$ cat src/rtl/pattern_sweep_pkg.sv
// Shared types and helpers for the pattern sweep generator.
// Mode and FSM encodings plus the Gray-code helper used by the vector mux.
package pattern_sweep_pkg;

    typedef enum logic [1:0] {
        MODE_BIN  = 2'd0,
        MODE_GRAY = 2'd1,
        MODE_WALK = 2'd2,
        MODE_LFSR = 2'd3
    } mode_e;

    typedef enum logic [1:0] {
        S_IDLE,
        S_RUN,
        S_DONE
    } state_e;

    localparam int unsigned MaxWidth = 16;

    function automatic logic [MaxWidth-1:0] gray_of(input logic [MaxWidth-1:0] idx);
        return idx ^ (idx >> 1);
    endfunction

endpackage

$ cat src/rtl/pattern_sweep_gen_if.sv
// Control/stimulus bundle between a sweep controller (master) and the generator (slave).
interface pattern_sweep_gen_if #(
    parameter int unsigned WIDTH  = 3,
    parameter int unsigned HOLD_W = 8
);
    logic              start;
    logic              stop;
    logic [1:0]        mode;
    logic              loop;
    logic [HOLD_W-1:0] hold;
    logic [WIDTH-1:0]  vec;
    logic              vec_valid;
    logic [WIDTH-1:0]  idx;
    logic              busy;
    logic              done;

    modport master (
        output start, stop, mode, loop, hold,
        input  vec, vec_valid, idx, busy, done
    );

    modport slave (
        input  start, stop, mode, loop, hold,
        output vec, vec_valid, idx, busy, done
    );
endinterface

$ cat src/rtl/pattern_lfsr.sv
// Fibonacci-style shift-left LFSR with synchronous load of the seed and single-step advance.
// A zero seed would lock up, so it is replaced by 1.
module pattern_lfsr #(
    parameter int unsigned      WIDTH = 3,
    parameter logic [WIDTH-1:0] TAPS  = WIDTH'(3'b110),
    parameter logic [WIDTH-1:0] SEED  = WIDTH'(1)
) (
    input  logic             clk,
    input  logic             rst,
    input  logic             load_i,
    input  logic             step_i,
    output logic [WIDTH-1:0] q_o
);
    localparam logic [WIDTH-1:0] Start = (SEED == '0) ? WIDTH'(1) : SEED;

    logic [WIDTH-1:0] q_q, q_d;

    always_comb begin
        q_d = q_q;
        if (load_i) begin
            q_d = Start;
        end else if (step_i) begin
            q_d = {q_q[WIDTH-2:0], ^(q_q & TAPS)};
        end
    end

    always_ff @(posedge clk) begin
        if (rst) begin
            q_q <= Start;
        end else begin
            q_q <= q_d;
        end
    end

    assign q_o = q_q;
endmodule

$ cat src/rtl/pattern_sweep_gen.sv
// Exhaustive stimulus sweep generator: binary, Gray, walking-one and (with PATTERN_LFSR_EN) LFSR
// orderings, each vector held hold+1 cycles, with start/stop/done handshake.
module pattern_sweep_gen
    import pattern_sweep_pkg::*;
#(
    parameter int unsigned      WIDTH  = 3,
    parameter int unsigned      HOLD_W = 8,
    parameter logic [WIDTH-1:0] TAPS   = WIDTH'(3'b110),
    parameter logic [WIDTH-1:0] SEED   = WIDTH'(1)
) (
    input logic               clk,
    input logic               rst,
    pattern_sweep_gen_if.slave bus_io
);
    state_e            state_q, state_d;
    mode_e             mode_q, mode_d, mode_in;
    logic              loop_q, loop_d;
    logic [HOLD_W-1:0] hold_q, hold_d, cnt_q, cnt_d;
    logic [WIDTH-1:0]  idx_q, idx_d, vec_q, vec_d;
    logic [WIDTH-1:0]  last_idx, vec_out;
    logic              lfsr_load, lfsr_step;

    function automatic logic [WIDTH-1:0] pat_of(input mode_e m, input logic [WIDTH-1:0] i);
        case (m)
            MODE_GRAY: pat_of = WIDTH'(gray_of(MaxWidth'(i)));
            MODE_WALK: pat_of = WIDTH'(1) << i;
            default:   pat_of = i;
        endcase
    endfunction

    always_comb begin
        mode_in = mode_e'(bus_io.mode);
`ifndef PATTERN_LFSR_EN
        if (mode_in == MODE_LFSR) mode_in = MODE_BIN;
`endif
    end

    always_comb begin
        case (mode_q)
            MODE_WALK: last_idx = WIDTH'(WIDTH - 1);
            MODE_LFSR: last_idx = WIDTH'(2 ** WIDTH - 2);
            default:   last_idx = {WIDTH{1'b1}};
        endcase
    end

    always_comb begin
        state_d   = state_q;
        mode_d    = mode_q;
        loop_d    = loop_q;
        hold_d    = hold_q;
        cnt_d     = cnt_q;
        idx_d     = idx_q;
        vec_d     = vec_q;
        lfsr_load = 1'b0;
        lfsr_step = 1'b0;
        case (state_q)
            S_IDLE: begin
                if (bus_io.start && !bus_io.stop) begin
                    state_d   = S_RUN;
                    mode_d    = mode_in;
                    loop_d    = bus_io.loop;
                    hold_d    = bus_io.hold;
                    cnt_d     = bus_io.hold;
                    idx_d     = '0;
                    vec_d     = pat_of(mode_in, '0);
                    lfsr_load = 1'b1;
                end
            end
            S_RUN: begin
                if (bus_io.stop) begin
                    state_d = S_IDLE;
                    idx_d   = '0;
                end else if (cnt_q != '0) begin
                    cnt_d = cnt_q - HOLD_W'(1);
                end else if (idx_q == last_idx) begin
                    // Looping restarts in the same cycle so the stream has no gap.
                    if (loop_q) begin
                        idx_d     = '0;
                        cnt_d     = hold_q;
                        vec_d     = pat_of(mode_q, '0);
                        lfsr_load = 1'b1;
                    end else begin
                        state_d = S_DONE;
                    end
                end else begin
                    idx_d     = idx_q + WIDTH'(1);
                    cnt_d     = hold_q;
                    vec_d     = pat_of(mode_q, idx_q + WIDTH'(1));
                    lfsr_step = 1'b1;
                end
            end
            S_DONE:  state_d = S_IDLE;
            default: state_d = S_IDLE;
        endcase
    end

    always_ff @(posedge clk) begin
        if (rst) begin
            state_q <= S_IDLE;
            mode_q  <= MODE_BIN;
            loop_q  <= 1'b0;
            hold_q  <= '0;
            cnt_q   <= '0;
            idx_q   <= '0;
            vec_q   <= '0;
        end else begin
            state_q <= state_d;
            mode_q  <= mode_d;
            loop_q  <= loop_d;
            hold_q  <= hold_d;
            cnt_q   <= cnt_d;
            idx_q   <= idx_d;
            vec_q   <= vec_d;
        end
    end

`ifdef PATTERN_LFSR_EN
    logic [WIDTH-1:0] lfsr_q;

    pattern_lfsr #(
        .WIDTH(WIDTH),
        .TAPS (TAPS),
        .SEED (SEED)
    ) u_lfsr (
        .clk   (clk),
        .rst   (rst),
        .load_i(lfsr_load),
        .step_i(lfsr_step),
        .q_o   (lfsr_q)
    );

    assign vec_out = (mode_q == MODE_LFSR) ? lfsr_q : vec_q;
`else
    logic unused_lfsr;
    assign unused_lfsr = ^{TAPS, SEED, lfsr_load, lfsr_step};
    assign vec_out     = vec_q;
`endif

    assign bus_io.vec       = vec_out;
    assign bus_io.idx       = idx_q;
    assign bus_io.vec_valid = (state_q == S_RUN);
    assign bus_io.busy      = (state_q == S_RUN);
    assign bus_io.done      = (state_q == S_DONE);
endmodule

$ cat src/flat_wrapper.sv
// flat-port wrapper written by rule: the top's interface ports become plain ports
module pattern_sweep_gen_flat import pattern_sweep_pkg::*;
#(
    parameter int unsigned      WIDTH  = 3,
    parameter int unsigned      HOLD_W = 8,
    parameter logic [WIDTH-1:0] TAPS   = WIDTH'(3'b110),
    parameter logic [WIDTH-1:0] SEED   = WIDTH'(1)
)
  (clk, rst, bus_io_start, bus_io_stop, bus_io_mode, bus_io_loop, bus_io_hold, bus_io_vec, bus_io_vec_valid, bus_io_idx, bus_io_busy, bus_io_done);
  pattern_sweep_gen_if #(.WIDTH(WIDTH), .HOLD_W(HOLD_W)) bus_io_i ();
  input logic clk;
  input logic rst;
  input wire logic [$bits(bus_io_i.start)-1:0] bus_io_start;
  input wire logic [$bits(bus_io_i.stop)-1:0] bus_io_stop;
  input wire logic [$bits(bus_io_i.mode)-1:0] bus_io_mode;
  input wire logic [$bits(bus_io_i.loop)-1:0] bus_io_loop;
  input wire logic [$bits(bus_io_i.hold)-1:0] bus_io_hold;
  output wire logic [$bits(bus_io_i.vec)-1:0] bus_io_vec;
  output wire logic [$bits(bus_io_i.vec_valid)-1:0] bus_io_vec_valid;
  output wire logic [$bits(bus_io_i.idx)-1:0] bus_io_idx;
  output wire logic [$bits(bus_io_i.busy)-1:0] bus_io_busy;
  output wire logic [$bits(bus_io_i.done)-1:0] bus_io_done;
  assign bus_io_i.start = bus_io_start;
  assign bus_io_i.stop = bus_io_stop;
  assign bus_io_i.mode = bus_io_mode;
  assign bus_io_i.loop = bus_io_loop;
  assign bus_io_i.hold = bus_io_hold;
  assign bus_io_vec = bus_io_i.vec;
  assign bus_io_vec_valid = bus_io_i.vec_valid;
  assign bus_io_idx = bus_io_i.idx;
  assign bus_io_busy = bus_io_i.busy;
  assign bus_io_done = bus_io_i.done;
  pattern_sweep_gen #(.WIDTH(WIDTH), .HOLD_W(HOLD_W), .TAPS(TAPS), .SEED(SEED)) u_core (.clk(clk), .rst(rst), .bus_io(bus_io_i));
endmodule
$ cat config.mk
export PLATFORM = sky130hd
export DESIGN_NAME = pattern_sweep_gen_flat
export DESIGN_NICKNAME = d
export VERILOG_FILES = /design/src/rtl/pattern_sweep_pkg.sv /design/src/rtl/pattern_sweep_gen_if.sv /design/src/rtl/pattern_lfsr.sv /design/src/rtl/pattern_sweep_gen.sv /design/src/flat_wrapper.sv
export SDC_FILE = /design/constraint.sdc
export NUM_CORES = 1
export LEC_CHECK = 0
export ABC_AREA = 0
export CAP_MARGIN = 10
export CORE_ASPECT_RATIO = 0.75
export CORE_UTILIZATION = 54
export DETAILED_ROUTE_END_ITERATION = 7
export PLACE_DENSITY = 0.79
export REMOVE_ABC_BUFFERS = 1
export SYNTH_ARGS = -nofsm -noshare
export SYNTH_HDL_FRONTEND = slang
export SYNTH_HIERARCHICAL = 1
export SYNTH_SLANG_ARGS = --single-unit
$ cat constraint.sdc
create_clock -name clk -period 2.2 [get_ports clk]
set_input_delay 0.22 -clock clk [delete_from_list [all_inputs] [get_ports clk]]
set_output_delay 0.22 -clock clk [all_outputs]
set_load 0.01 [all_outputs]
# After elaboration in Yosys (flattened, before gate mapping)
# Index checks and enable logic that the tools add are counted.
[totals]
reg_bits = 27
out_inout_bits = 9
[op_classes]
add_sub_neg = 2
n_eq_ne = 17
shifts = 1
mux = 29
n_bitwise = 1
reduce_logical = 10
[op_table]
columns = ["cell", "n"]
rows = [
  ["8-bit two-way mux", 5],
  ["3-bit two-way mux", 10],
  ["3-bit case mux with 2 select lines", 4],
  ["8-bit case mux with 2 select lines", 1],
  ["2-bit two-way mux", 6],
  ["4-bit AND reduction", 3],
  ["2-bit equality test, second input constant", 5],
  ["8-bit nonzero test", 1],
  ["8-bit by 1-bit subtractor with 8-bit output, second input constant", 1],
  ["3-bit by 2-bit inequality test with 1-bit output, second input constant", 2],
  ["3-bit inequality test, second input constant", 2],
  ["5-bit AND reduction", 1],
  ["2-bit by 1-bit equality test with 1-bit output, second input constant", 2],
  ["2-bit inequality test, second input constant", 2],
  ["4-bit by 2-bit inequality test with 1-bit output, second input constant", 1],
  ["4-bit by 3-bit inequality test with 1-bit output, second input constant", 1],
  ["2-bit case mux with 2 select lines", 1],
  ["3-bit by 1-bit adder with 3-bit output, second input constant", 1],
  ["3-bit equality test", 1],
  ["1-bit by 3-bit << shifter with 3-bit output, first input constant", 1],
  ["3-bit by 2-bit XOR with 3-bit output", 1],
  ["2-bit zero test", 1],
  ["1-bit two-way mux", 2],
  ["2-bit by 1-bit inequality test with 1-bit output, second input constant", 1],
  ["other kinds (4)", 4],
]

# Depth between registers and ports, before layout
[logic_depth]
depth_word = 7
depth_mapped = 8

# Least setup slack after synthesis
# Ideal clock, no wire load.
[synth_path]
path_kind = "reg2reg"
start = "register u_core.mode_q[0]"
end = "register u_core.idx_q[0] (netlist: u_core/bus_io.idx[0])"
setup_time_ns = 0.065
t_arrival_ns = 1.797
required_time_ns = 2.135
path_slack_ns = 0.338
path_stages_with_launch = 8
synth_period_minus_slack_ns = 1.862
path_cell_list = "dfxtp_1 > inv_1 > ha_1 > nor3b_1 > a32o_1 > a211oi_2 > mux2_4 > nor2_1"
[synth_between]
elab_chain_len = 7
elab_cells_between_ends = 10
cone_classes = "eq/ne (4); mux (5); reduce/logical (1)"
[synth_rtl]
columns = ["item", "line_no", "rtl"]
rows = [
  ["start, declared", "pattern_sweep_gen.sv:16", "mode_e mode_q, mode_d, mode_in;"],
  ["start signal, assigned", "pattern_sweep_gen.sv:108", "mode_q <= mode_d;"],
  ["2-bit equality test", "pattern_sweep_gen.sv:39", "case (mode_q)"],
  ["3-bit case mux with 2 select lines (*)", "pattern_sweep_gen.sv:39", ""],
  ["3-bit equality test (*)", "pattern_sweep_gen.sv:75", "end else if (idx_q == last_idx) begin"],
  ["3-bit two-way mux", "pattern_sweep_gen.sv:75", ""],
  ["3-bit two-way mux", "pattern_sweep_gen.sv:73", "end else if (cnt_q != '0) begin"],
  ["3-bit two-way mux", "pattern_sweep_gen.sv:70", "if (bus_io.stop) begin"],
  ["3-bit case mux with 2 select lines", "pattern_sweep_gen.sv:56", "case (state_q)"],
  ["end signal, assigned", "pattern_sweep_gen.sv:112", "idx_q <= idx_d;"],
  ["end, declared", "pattern_sweep_gen.sv:19", "logic [WIDTH-1:0] idx_q, idx_d, vec_q, vec_d;"],
]
# Mark *: on every way between the ends. The rest lies on a longest branch, timed or not. The select of a mux whose other input is x is not followed.
# A chain may end at the register's enable or synchronous reset.

# Final worst setup path
[layout_path]
start = "register u_core.mode_q[0]"
end = "register u_core.cnt_q[2]"
[layout_between]
elab_chain_len = 7
elab_cells_between_ends = 10
cone_classes = "eq/ne (4); mux (5); reduce/logical (1)"
[layout_rtl]
columns = ["item", "line_no", "rtl"]
rows = [
  ["2-bit equality test", "pattern_sweep_gen.sv:39", ""],
  ["3-bit case mux with 2 select lines (*)", "pattern_sweep_gen.sv:39", ""],
  ["3-bit equality test (*)", "pattern_sweep_gen.sv:75", ""],
  ["8-bit two-way mux", "pattern_sweep_gen.sv:75", ""],
  ["8-bit two-way mux", "pattern_sweep_gen.sv:73", ""],
  ["8-bit two-way mux", "pattern_sweep_gen.sv:70", ""],
  ["8-bit case mux with 2 select lines", "pattern_sweep_gen.sv:56", ""],
  ["end signal, assigned", "pattern_sweep_gen.sv:111", "cnt_q <= cnt_d;"],
  ["end, declared", "pattern_sweep_gen.sv:18", "logic [HOLD_W-1:0] hold_q, hold_d, cnt_q, cnt_d;"],
]
# Marked as above.

==> impl_metrics.py <==
metrics = {
    "finish": {
        "antennaDiodeCount": 0,
        "nets": 267,
        "drive_gt1_share_pct": 12.8,
        "area_growth_pct": 21.8,
        "multi_input_area_um2": 1100,
        "ff_latch_area_um2": 541,
        "fin_cells": 280,
        "fillers": 249,
        "design_area_um2": 2080,
        "final_core_util_pct": 69.7,
    },
    "critical_path": {
        "r2r-start": "u_core/mode_q[0]",
        "crit_buf_inv": 2,
        "max_stage_delay_ns": 0.40,
        "ff2ff_setup_slack_ns": 0.09,
        "cp_cell_sequence": "inv_1, ha_1, nor3b_1, a32o_2, a31oi_4, clkbuf_4, a31oi_1",
        "r2r_end": "u_core/cnt_q[2]",
        "end_kind": "flop",
        "cp-startpoint": "u_core/mode_q[0]",
        "cp.depth": 7,
        "worst_setup_path_start_kind": "flop",
        "path_delay_family": "compound AO/OA/AOI/OAI gates",
        "ff2ff_path_depth": 7,
        "crit_fanout": 10,
        "critPathKind": "reg2reg",
        "endpoint": "u_core/cnt_q[2]",
        "cp_data_required_time_ns": 2.35,
        "cp_slowest_cell": "dfxtp_1",
        "cp.arrival_ns": 2.26,
    },
    "sta": {
        "fin_skew_ns": 0.00565,
        "fmax_mhz": 474,
        "setup-tns-final_ns": 0,
        "worstMarginPinSlew_ns": 0.719,
        "whs_ns": 0.463,
        "fin_crit_sh_pct": 95.9,
        "finalCriticalPeriod_ns": 2.11,
        "drv_slew": 0,
        "finalHoldViolCount": 0,
        "setup_slack_ns": 0.0912,
        "maxSlewHeadroom_pct": 51.9,
        "rsz0062_at_grt": "no",
        "setup-violations-final": 0,
    },
    "grt": {
        "grt_pass1_wl_um": 7360,
        "grt_pass1_vias": 1596,
        "antenna_found_initial": 0,
        "grt_usage_pct": 28.7,
        "grt_max_degree": 18,
        "overflow": 0,
    },
    "worst_hold_path": {
        "hold_path.class": "reg2reg",
        "hold_start": "u_core/hold_q[1]",
    },
    "placement": {
        "dp_cells": 271,
        "gp_congestion": 0.903,
        "io_buffers": 23,
        "place_area_um2": 1980,
        "dp_hpwl_um": 3280,
        "dp_slack_ns": 0.0797,
    },
    "cts": {
        "clock_path_buffers": 2,
        "htree_num_levels": 1,
        "root_buffer": "clkbuf_8",
        "clk_latency_ns": 0.27,
        "cts_buffers": 3,
        "cts_sinks": 27,
        "clkSlewWorstSetupHoldPaths_ns": 0.09,
        "cts_hold_buffers": 0,
        "cts_tree": "built",
    },
    "power_and_ir_drop": {
        "total_power_mw": 1.11,
        "p_clk_share_pct": 25.5,
        "seq_power_share_pct": 48.7,
        "intPower_uw": 771,
        "ir_drop_mv": 0.288,
        "leakagePower_nw": 0.773,
        "combPwrFrac_pct": 25.8,
        "power.density_nw_per_um2": 534,
        "switching_share_pct": 30.5,
        "p_sw_uw": 337,
    },
    "die": {
        "start_util_pct": 57.2,
        "die_w_um": 66.9,
        "pin_count": 24,
        "chipHeight_um": 50.7,
        "rows": 17,
        "coreArea_um2": 2980,
        "die_area_um2": 3390,
    },
    "logic_synthesis": {
        "ys_ff_latch": 27,
        "syn_inst": 212,
        "synth-edff-count": 0,
        "syn_area_um2": 1700,
        "ys_types": 53,
        "async_flop_share_pct": 0,
        "postSynthAreaPerCell_um2": 8.04,
        "ys_seq_area_share_pct": 31.7,
        "ys_warn_count": 6,
        "synthFlopType": "dfxtp_1",
    },
    "drt": {
        "drtIter0Drc": 153,
        "routedWlPerCell_um": 16.7,
        "routed-via-count": 1698,
        "firstDrtPassIters": 4,
        "finalWirelength_um": 4670,
        "vias_per_cell": 6.06,
        "route.detailed.drc": 0,
        "antenna_left": 0,
    },
    "flow_run": {
        "maxCapViolCount": 0,
    },
    "run_status": {
        "status": "complete, no violations",
    },
}
-- Yosys cell counts (3+ instances only) --
library cell / number / area (µm²)
nor2b_1: 3 / 18.8
nand2b_1: 4 / 25.0
nand3_1: 4 / 20.0
o211ai_1: 6 / 45.0
nor3b_1: 3 / 22.5
a21boi_0: 3 / 22.5
dfxtp_1: 27 / 541
ha_1: 9 / 113
nor3_1: 3 / 15.0
nand2_1: 40 / 150
nand3b_1: 4 / 30.0
o21ai_0: 14 / 70.1
a31oi_1: 6 / 37.5
a21oi_1: 18 / 90.1
nor2_1: 14 / 52.6
inv_1: 9 / 33.8
-- flip-flops by register name, summed over array words and instances, names as in the netlist --
name               cells
u_core/bus_io.idx      3
u_core/bus_io.vec      3
u_core/cnt_q           8
u_core/hold_q          8
u_core/loop_q          1
u_core/mode_q          2
u_core/state_q         2
-- worst min path at each step --
stage | end | slack, ns | cells after the start
6_report | u_core/hold_q[1] | 0.46 | 2
5_1_grt | u_core/hold_q[1] | 0.48 | 2
4_1_cts | u_core/hold_q[1] | 0.46 | 2
3_5_place_dp | u_core/hold_q[1] | 0.45 | 2
3_3_place_gp | u_core/hold_q[1] | 0.44 | 2
2_1_floorplan | u_core/bus_io.vec[0] | 0.28 | 1
-- per-layer routing --
layer	part of all wire (%)	global-route usage, %	wire length (µm)
met1	44	38.5	2080
met2	47	45.3	2210
met3	7.1	7.05	331
met4	1.2	7.80	55
met5	0	0	0
-- layout make-up --
type                    count  area share (%)
inverters                   9            1.63
well taps                  38            2.29
repair buffers             33            14.7
flip-flops and latches     27            26.0
clock buffers               4            2.17
multi-input cells         169            53.2
-- power groups by stage --
stage	clock, mW	sequential (mW)	combinational, mW
after floorplan	0	0.543	0.165
after global placement	0	0.547	0.253
after detailed placement	0	0.550	0.262
after CTS	0.283	0.538	0.265
after global routing	0.308	0.543	0.312
final	0.282	0.540	0.286
-- cell families (layout without fill, tap and decap cells) --
kind of cell	Yosys count	in the layout	synth area share (%)
AOI/OAI and AO/OA	65	65	26.2
DFF	27	27	31.7
buffers and inverters	16	46	4.55
xor gates and xnor gates	4	4	2.06
and+or+nand+nor	89	89	27.4
adders and majority gates	9	9	6.61
muxes	2	2	1.47
-- worst reg2reg max path, delay by kind of cell, from the launching register on --
family	cells	cell delay, ns
AOI/OAI and AO/OA	3	0.83
adders and majority gates	1	0.26
and+or+nand+nor	1	0.16
buffers and inverters	2	0.36
DFF	1	0.40
-- placed cells by master, fill, tap and decap left out, types with 4 or more instances in the layout --
| cell type | n |
|---|---|
| o21ai_0 | 14 |
| nor2_1 | 14 |
| nand2b_1 | 4 |
| a31oi_1 | 6 |
| buf_4 | 9 |
| nand3b_1 | 4 |
| nand2_1 | 40 |
| ha_1 | 9 |
| nand3_1 | 4 |
| inv_1 | 9 |
| clkdlybuf4s50_1 | 23 |
| a21oi_1 | 17 |
| dfxtp_1 | 27 |
| o211ai_1 | 6 |
-- repair_timing --
action	CTS	global route
endpoints found under the setup margin	0	11
setup buffers	0	5
gates resized for setup	0	4
Note: power is estimated with default switching activity, not from simulation.
